### src/rtl/tt_sweep.sv
// Exhaustive truth-table sweep engine: drives every input vector onto a combinational block
// and reports minterm count, first minterm and an optional CRC-16 signature (TT_SWEEP_MISR_EN).
`timescale 1ns/1ps
module tt_sweep #(
    parameter int N_INPUTS = 12
) (
    input  logic                  clk,
    input  logic                  rst,
    input  logic                  start,
    input  logic                  abort,
    input  logic                  f_in,
    output logic [N_INPUTS-1:0]   vec_out,
    output logic                  busy,
    output logic                  done,
    output logic [N_INPUTS:0]     ones_count,
    output logic [N_INPUTS-1:0]   first_minterm,
    output logic                  first_valid,
    output logic [15:0]           signature
);

    typedef enum logic [1:0] {
        IDLE  = 2'd0,
        SWEEP = 2'd1,
        DONE  = 2'd2
    } state_t;

    localparam logic [N_INPUTS-1:0] VEC_ALL_ONES = {N_INPUTS{1'b1}};
    localparam logic [N_INPUTS-1:0] VEC_ONE      = {{(N_INPUTS-1){1'b0}}, 1'b1};
    localparam logic [N_INPUTS:0]   CNT_ONE      = {{N_INPUTS{1'b0}}, 1'b1};

    state_t                state_r;
    state_t                state_s;
    logic                  start_accept_s;
    logic                  sample_s;
    logic [N_INPUTS-1:0]   vec_r;
    logic                  busy_r;
    logic                  done_r;
    logic [N_INPUTS:0]     ones_r;
    logic [N_INPUTS-1:0]   first_r;
    logic                  first_valid_r;

    // Next-state decode; abort beats start and ends any state.
    always_comb begin
        state_s        = state_r;
        start_accept_s = 1'b0;
        sample_s       = 1'b0;
        case (state_r)
            IDLE: begin
                if (abort) begin
                    state_s = IDLE;
                end else if (start) begin
                    state_s        = SWEEP;
                    start_accept_s = 1'b1;
                end else begin
                    state_s = IDLE;
                end
            end
            SWEEP: begin
                if (abort) begin
                    state_s = IDLE;
                end else if (vec_r == VEC_ALL_ONES) begin
                    state_s  = DONE;
                    sample_s = 1'b1;
                end else begin
                    state_s  = SWEEP;
                    sample_s = 1'b1;
                end
            end
            DONE: begin
                state_s = IDLE;
            end
            default: begin
                state_s = IDLE;
            end
        endcase
    end

    // State, status flags, vector counter and minterm results.
    always_ff @(posedge clk) begin
        if (rst) begin
            state_r       <= IDLE;
            busy_r        <= 1'b0;
            done_r        <= 1'b0;
            vec_r         <= {N_INPUTS{1'b0}};
            ones_r        <= {(N_INPUTS+1){1'b0}};
            first_r       <= {N_INPUTS{1'b0}};
            first_valid_r <= 1'b0;
        end else begin
            state_r <= state_s;
            busy_r  <= (state_s == SWEEP);
            done_r  <= (state_s == DONE);
            if (start_accept_s) begin
                vec_r         <= {N_INPUTS{1'b0}};
                ones_r        <= {(N_INPUTS+1){1'b0}};
                first_r       <= {N_INPUTS{1'b0}};
                first_valid_r <= 1'b0;
            end else if (abort) begin
                vec_r <= {N_INPUTS{1'b0}};
            end else if (sample_s) begin
                // Natural wrap of the increment returns vec_out to zero after the last sample.
                vec_r <= vec_r + VEC_ONE;
                if (f_in) begin
                    ones_r <= ones_r + CNT_ONE;
                    if (!first_valid_r) begin
                        first_r       <= vec_r;
                        first_valid_r <= 1'b1;
                    end
                end
            end
        end
    end

`ifdef TT_SWEEP_MISR_EN
    logic [15:0] sig_r;

    function automatic logic [15:0] crc16_step(input logic [15:0] crc, input logic bit_in);
        logic fb;
        fb = crc[15] ^ bit_in;
        return {crc[14:0], 1'b0} ^ (fb ? 16'h1021 : 16'h0000);
    endfunction

    // CRC-16 signature of the sampled output stream.
    always_ff @(posedge clk) begin
        if (rst) begin
            sig_r <= 16'hFFFF;
        end else if (start_accept_s) begin
            sig_r <= 16'hFFFF;
        end else if (sample_s && !abort) begin
            sig_r <= crc16_step(sig_r, f_in);
        end
    end

    assign signature = sig_r;
`else
    assign signature = 16'h0000;
`endif

    assign vec_out       = vec_r;
    assign busy          = busy_r;
    assign done          = done_r;
    assign ones_count    = ones_r;
    assign first_minterm = first_r;
    assign first_valid   = first_valid_r;

endmodule

### config.mk
export PLATFORM = sky130hd
export DESIGN_NAME = tt_sweep
export DESIGN_NICKNAME = d
export VERILOG_FILES = /design/src/rtl/tt_sweep.sv
export SDC_FILE = /design/constraint.sdc
export NUM_CORES = 1
export LEC_CHECK = 0
export CAP_MARGIN = 20
export CORE_MARGIN = 2
export CORE_UTILIZATION = 35
export CTS_BUF_LIST = sky130_fd_sc_hd__clkbuf_8
export DETAILED_ROUTE_END_ITERATION = 10
export SETUP_SLACK_MARGIN = 0.2
export SLEW_MARGIN = 30
export SYNTH_ARGS = -nofsm -noshare
export SYNTH_HDL_FRONTEND = slang
export SYNTH_SLANG_ARGS = --single-unit
### constraint.sdc
create_clock -name clk -period 3.68 [get_ports clk]
set_input_delay 0.736 -clock clk [delete_from_list [all_inputs] [get_ports clk]]
set_output_delay 0.736 -clock clk [all_outputs]
set_load 0.05 [all_outputs]
## Word level (Yosys, flattened, before mapping)

Index checks and enable logic that the tools add are counted.

| operators by class | value |
|---|---|
| add/subtract/negate cells | 2 |
| multipliers | 0 |
| div/mod/pow operators | 0 |
| $lt $le $gt $ge | 0 |
| equality and inequality tests | 4 |
| shift-type cells | 0 |
| muxes and demuxes | 10 |
| bitwise logic cells | 2 |
| reductions and logical operators | 5 |

Operators by type and width:

| operator | count |
|---|---|
| 13-bit by 1-bit adder with 13-bit output (second input constant) | 1 |
| 12-bit by 1-bit adder with 12-bit output (second input constant) | 1 |
| 12-bit == test (second input constant) | 1 |
| 1-bit two-way mux | 7 |
| 2-bit by 1-bit == test with 1-bit output (second input constant) | 2 |
| 2-bit two-way mux | 2 |
| 2-bit case mux with 2 select lines | 1 |
| 4-bit AND reduction | 1 |
| 3-bit AND reduction | 1 |
| 3-bit OR reduction | 1 |
| 2-bit == test (second input constant) | 1 |
| 2-bit logical NOT | 1 |
| 1-bit inverter | 2 |
| 2-bit OR reduction | 1 |

| word-level totals | value |
|---|---|
| flip-flop bits (word level) | 42 |
| latch bits | 0 |
| bits in writable memories | 0 |
| ROM bits | 0 |
| output and inout bits | 56 |
| word-level logic and storage cells | 30 |
| memories | 0 |

## Logic depth before layout (Yosys ltp)

| logic depth | value |
|---|---|
| depth after elaboration | 5 |
| mapped depth | 5 |
| mapped depth without buffers | 5 |

## Worst setup path before layout

No wires, ideal clock.

| timing path | value |
|---|---|
| path kind | register to register |
| start | register vec_r[4] (netlist: vec_out[4]) |
| end | register busy_r (netlist: busy) |
| library setup time | 122 ps |
| data arrival time | 1790 ps |
| data required time | 3558 ps |
| setup slack | 1769 ps |
| stages on the path, launching flop included | 5 |
| buffers on the path | 0 |
| cell sequence | dfxtp_1 > nand4_1 > nor2_1 > nand2_1 > o311a_1 |

| on the way | value |
|---|---|
| cells in the longest elaborated chain, start to end | 5 |

Ends and longest elaborated chain:

| item | RTL line | source |
|---|---|---|
| from (decl) | 35 | `logic [N_INPUTS-1:0] vec_r;` |
| from (signal assigned) | 84 | `vec_r <= {N_INPUTS{1'b0}};` |
| from (signal assigned) | 93 | `vec_r <= {N_INPUTS{1'b0}};` |
| from (signal assigned) | 98 | `vec_r <= {N_INPUTS{1'b0}};` |
| 12-bit == test | 61 | `end else if (vec_r == VEC_ALL_ONES) begin` |
| 2-bit two-way mux | 61 |  |
| 2-bit two-way mux | 59 | `if (abort) begin` |
| 2-bit case mux with 2 select lines | 47 | `case (state_r)` |
| 2-bit by 1-bit == test with 1-bit output | 90 | `busy_r <= (state_s == SWEEP);` |
| to (signal assigned) | 90 |  |
| to (decl) | 36 | `logic busy_r;` |

No other way between the ends.
A chain may end at the register's enable or synchronous reset.

## Final worst setup path

| timing path | value |
|---|---|
| start | register ones_r[3] (netlist: ones_count[3]) |
| end | output ones_count[3] |

RTL lines:

| item | RTL line | source |
|---|---|---|
| from (decl) | 38 | `logic [N_INPUTS:0] ones_r;` |
| from (signal assigned) | 85 | `ones_r <= {(N_INPUTS+1){1'b0}};` |
| from (signal assigned) | 94 | `ones_r <= {(N_INPUTS+1){1'b0}};` |
| from (signal assigned) | 103 | `ones_r <= ones_r + CNT_ONE;` |
| to (decl) | 15 | `output logic [N_INPUTS:0] ones_count,` |

No word-level cell between the ends.

==> flow_metrics.tcl <==
set metrics [dict create \
    status "finished, final reports clean" \
    layout_setup_ws_ns 1.22 \
    grt_pass1_wl_um 6910 \
    worstSetupPathDepth 1 \
    syn-mean-instance-area_um2 8.55 \
    wirelength_um 4000 \
    final_common_cell "clkdlybuf4s50_1" \
    cts_setup_buffers 0 \
    hold_violations 0 \
    skew_ns 0.00874 \
    max_slew.worst_pin.slew_ns 0.822 \
    ctsHtreeMaxLevel 2 \
    post_drt_wl_per_cell_um 11.9 \
    cts_num_sinks 42 \
    yosysWarnings 0 \
    p_int_mw 0.617 \
    drt_iter0_markers 78 \
    layout_min_cycle_time_ns 2.46 \
    crit_fanout 11 \
    max_cap_violations 0 \
    placementRows 26 \
    top_usage_layer "met2" \
    grt_antenna_before_repair 0 \
    critPathCapture "ones_count[3]" \
    ys.flop_type "dfxtp_1" \
    vias 1550 \
    use_met2_pct 20.8 \
    max_stage_delay_ns 0.88 \
    io_buffers 44 \
    crit_required_ns 2.94 \
    gr-usage-met3_pct 3.02 \
    synth-edff-count 0 \
    overflow 0 \
    initial_core_util_pct 36.8 \
    fmax_mhz 406 \
    powerDensity_nw_per_um2 343 \
    fillers 527 \
    slowest_stage "clkdlybuf4s50_1" \
    holdBufCountCts 0 \
    synth_cell_type_count 34 \
    cp_num_buf_inv 1 \
    critPathLaunch "ones_count[3]" \
    ir_worst_vdd_mv 0.161 \
    cp_top_family "buffers and inverters" \
    detail-route-antenna-nets 0 \
    cts.path.max_buffers 2 \
    cp-start-kind "flip-flop" \
    dp_slack_ns 1.03 \
    max_slew_margin_pct 45.2 \
    drc 0 \
    hp-class "flip-flop to flip-flop" \
    leakage_nw 0.810 \
    synth_seq_cells 42 \
    die-area_um2 6050 \
    worstPathArrival_ns 1.73 \
    rsz0062_at_grt "false" \
    combPwrFrac_pct 8.0 \
    clock_latency_ns 0.29 \
    io_pins 61 \
    clockRootBuffer "clkbuf_8" \
    power_frac_clock_pct 37.1 \
    path_class "flip-flop to primary output" \
    yosysSeqAreaShare_pct 44.1 \
    grt_max_degree 27 \
    drv_slew 0 \
    syn_inst 223 \
    setup_viol 0 \
    die-height_um 77.8 \
    netSwitchingFraction_pct 25.9 \
    timing.rr.start "vec_out[4]" \
    placed_area_um2 2330 \
    nets 272 \
    area_growth_syn_to_layout_pct 27.5 \
    n_antenna_cell 0 \
    final_layout_size_suffix_gt1_share_pct 5.26 \
    grt.total_usage_pct 14.1 \
    cts-resized-gates 0 \
    switchingPower_mw 0.216 \
    end_kind "primary output" \
    grt_pass1_vias 1443 \
    min-delay-start "first_minterm[11]" \
    clkSlewWorstSetupHoldPaths_ns 0.08 \
    synthArstFlopShare_pct 0 \
    worstPathCellList "clkdlybuf4s50_1" \
    firstDrtPassIters 5 \
    cts_tree "done" \
    place.gp.congestion 0.756 \
    avgViaCountPerCell 4.61 \
    stdcell_area_um2 2430 \
    grt_use_met1_pct 19.9 \
    synth_area_um2 1910 \
    fin_crit_sh_pct 66.9 \
    r2r-end "busy" \
    mostFrequentLayoutCells "44 x clkdlybuf4s50_1, 42 x dfxtp_1, 35 x nand2_1, 30 x nor2_1, 16 x conb_1" \
    reg2reg_depth 4 \
    dpl.hpwl_um 2870 \
    pwr-share-seq_pct 54.9 \
    r2r_setup_slack_ns 1.95 \
    core_area_um2 5170 \
    setup_tns_ns 0 \
    dieWidth_um 77.8 \
    cts_buffers 5 \
]
## cells in the mapped netlist (all sizes together) (3+ instances only)
library cell / count / area [µm²]
nor4: 8 / 80.1
dfxtp: 42 / 841
nand2: 35 / 131
nand4: 12 / 75.1
nor3: 4 / 25.0
and3: 3 / 18.8
buf: 18 / 136
clkbuf: 7 / 26.3
inv: 4 / 15.0
nand3: 6 / 30.0
xor2: 9 / 78.8
nor2: 30 / 113
a21oi: 15 / 75.1
xnor2: 12 / 105
## worst min path at each step
stage                     slack, ns           endpoint  cells past startpoint
after floorplan                0.58               busy                      2
after global placement         0.45  first_minterm[11]                      2
after detailed placement       0.45   first_minterm[2]                      2
after CTS                      0.46   first_minterm[2]                      2
after global routing           0.48   first_minterm[6]                      2
final                          0.46  first_minterm[11]                      2
## stage by stage
step	std cells	power, mW	hold WS, ns	utilization, %
4_1_cts	336	0.843	0.461	47.0
6_report	336	0.833	0.457	47.0
3_3_place_gp	328	0.535	0.446	45.1
2_1_floorplan	238	0.538	0.583	-
5_1_grt	336	0.867	0.476	47.0
3_5_place_dp	328	0.535	0.449	45.1
## registers in the layout, summed over array words and instances (netlist names)
signal,count
vec_out,12
first_valid,1
done,1
ones_count,13
busy,1
state_r,2
first_minterm,12
## final cells by class
class,instances,area (µm²),share of cell area (%)
tap,70,87.6,3.60
sequential,42,841,34.6
clock buffer,6,82.6,3.40
clock inverter,2,12.5,0.515
inverter,4,15.0,0.618
multi-input combinational,167,943,38.8
timing repair buffer,45,448,18.4
## power groups by stage
stage,logic (mW),registers (mW),clock network [mW]
2_1_floorplan,0.0665,0.471,0
3_3_place_gp,0.0669,0.468,0
3_5_place_dp,0.0670,0.468,0
4_1_cts,0.0670,0.457,0.319
5_1_grt,0.0711,0.458,0.338
6_report,0.0670,0.457,0.309
## per-layer routing
layer | part of all wire, % | vias to the layer above
met1 | 52 | 691
met3 | 4.3 | 4
met4 | 1.3 | 0
met2 | 43 | 44
met5 | 0 | -
li1 | - | 811
## logic make-up after synthesis
kind of cell | share of synthesized area (%)
other | 0.197
flip-flops | 44.1
adder cells (fa/ha/maj) | 1.31
AO/OA/AOI/OAI | 6.96
AND/OR/NAND/NOR | 28.4
XOR/XNOR | 9.65
buffers and inverters | 9.32
No activity file was read; power rests on OpenSTA's default activity.
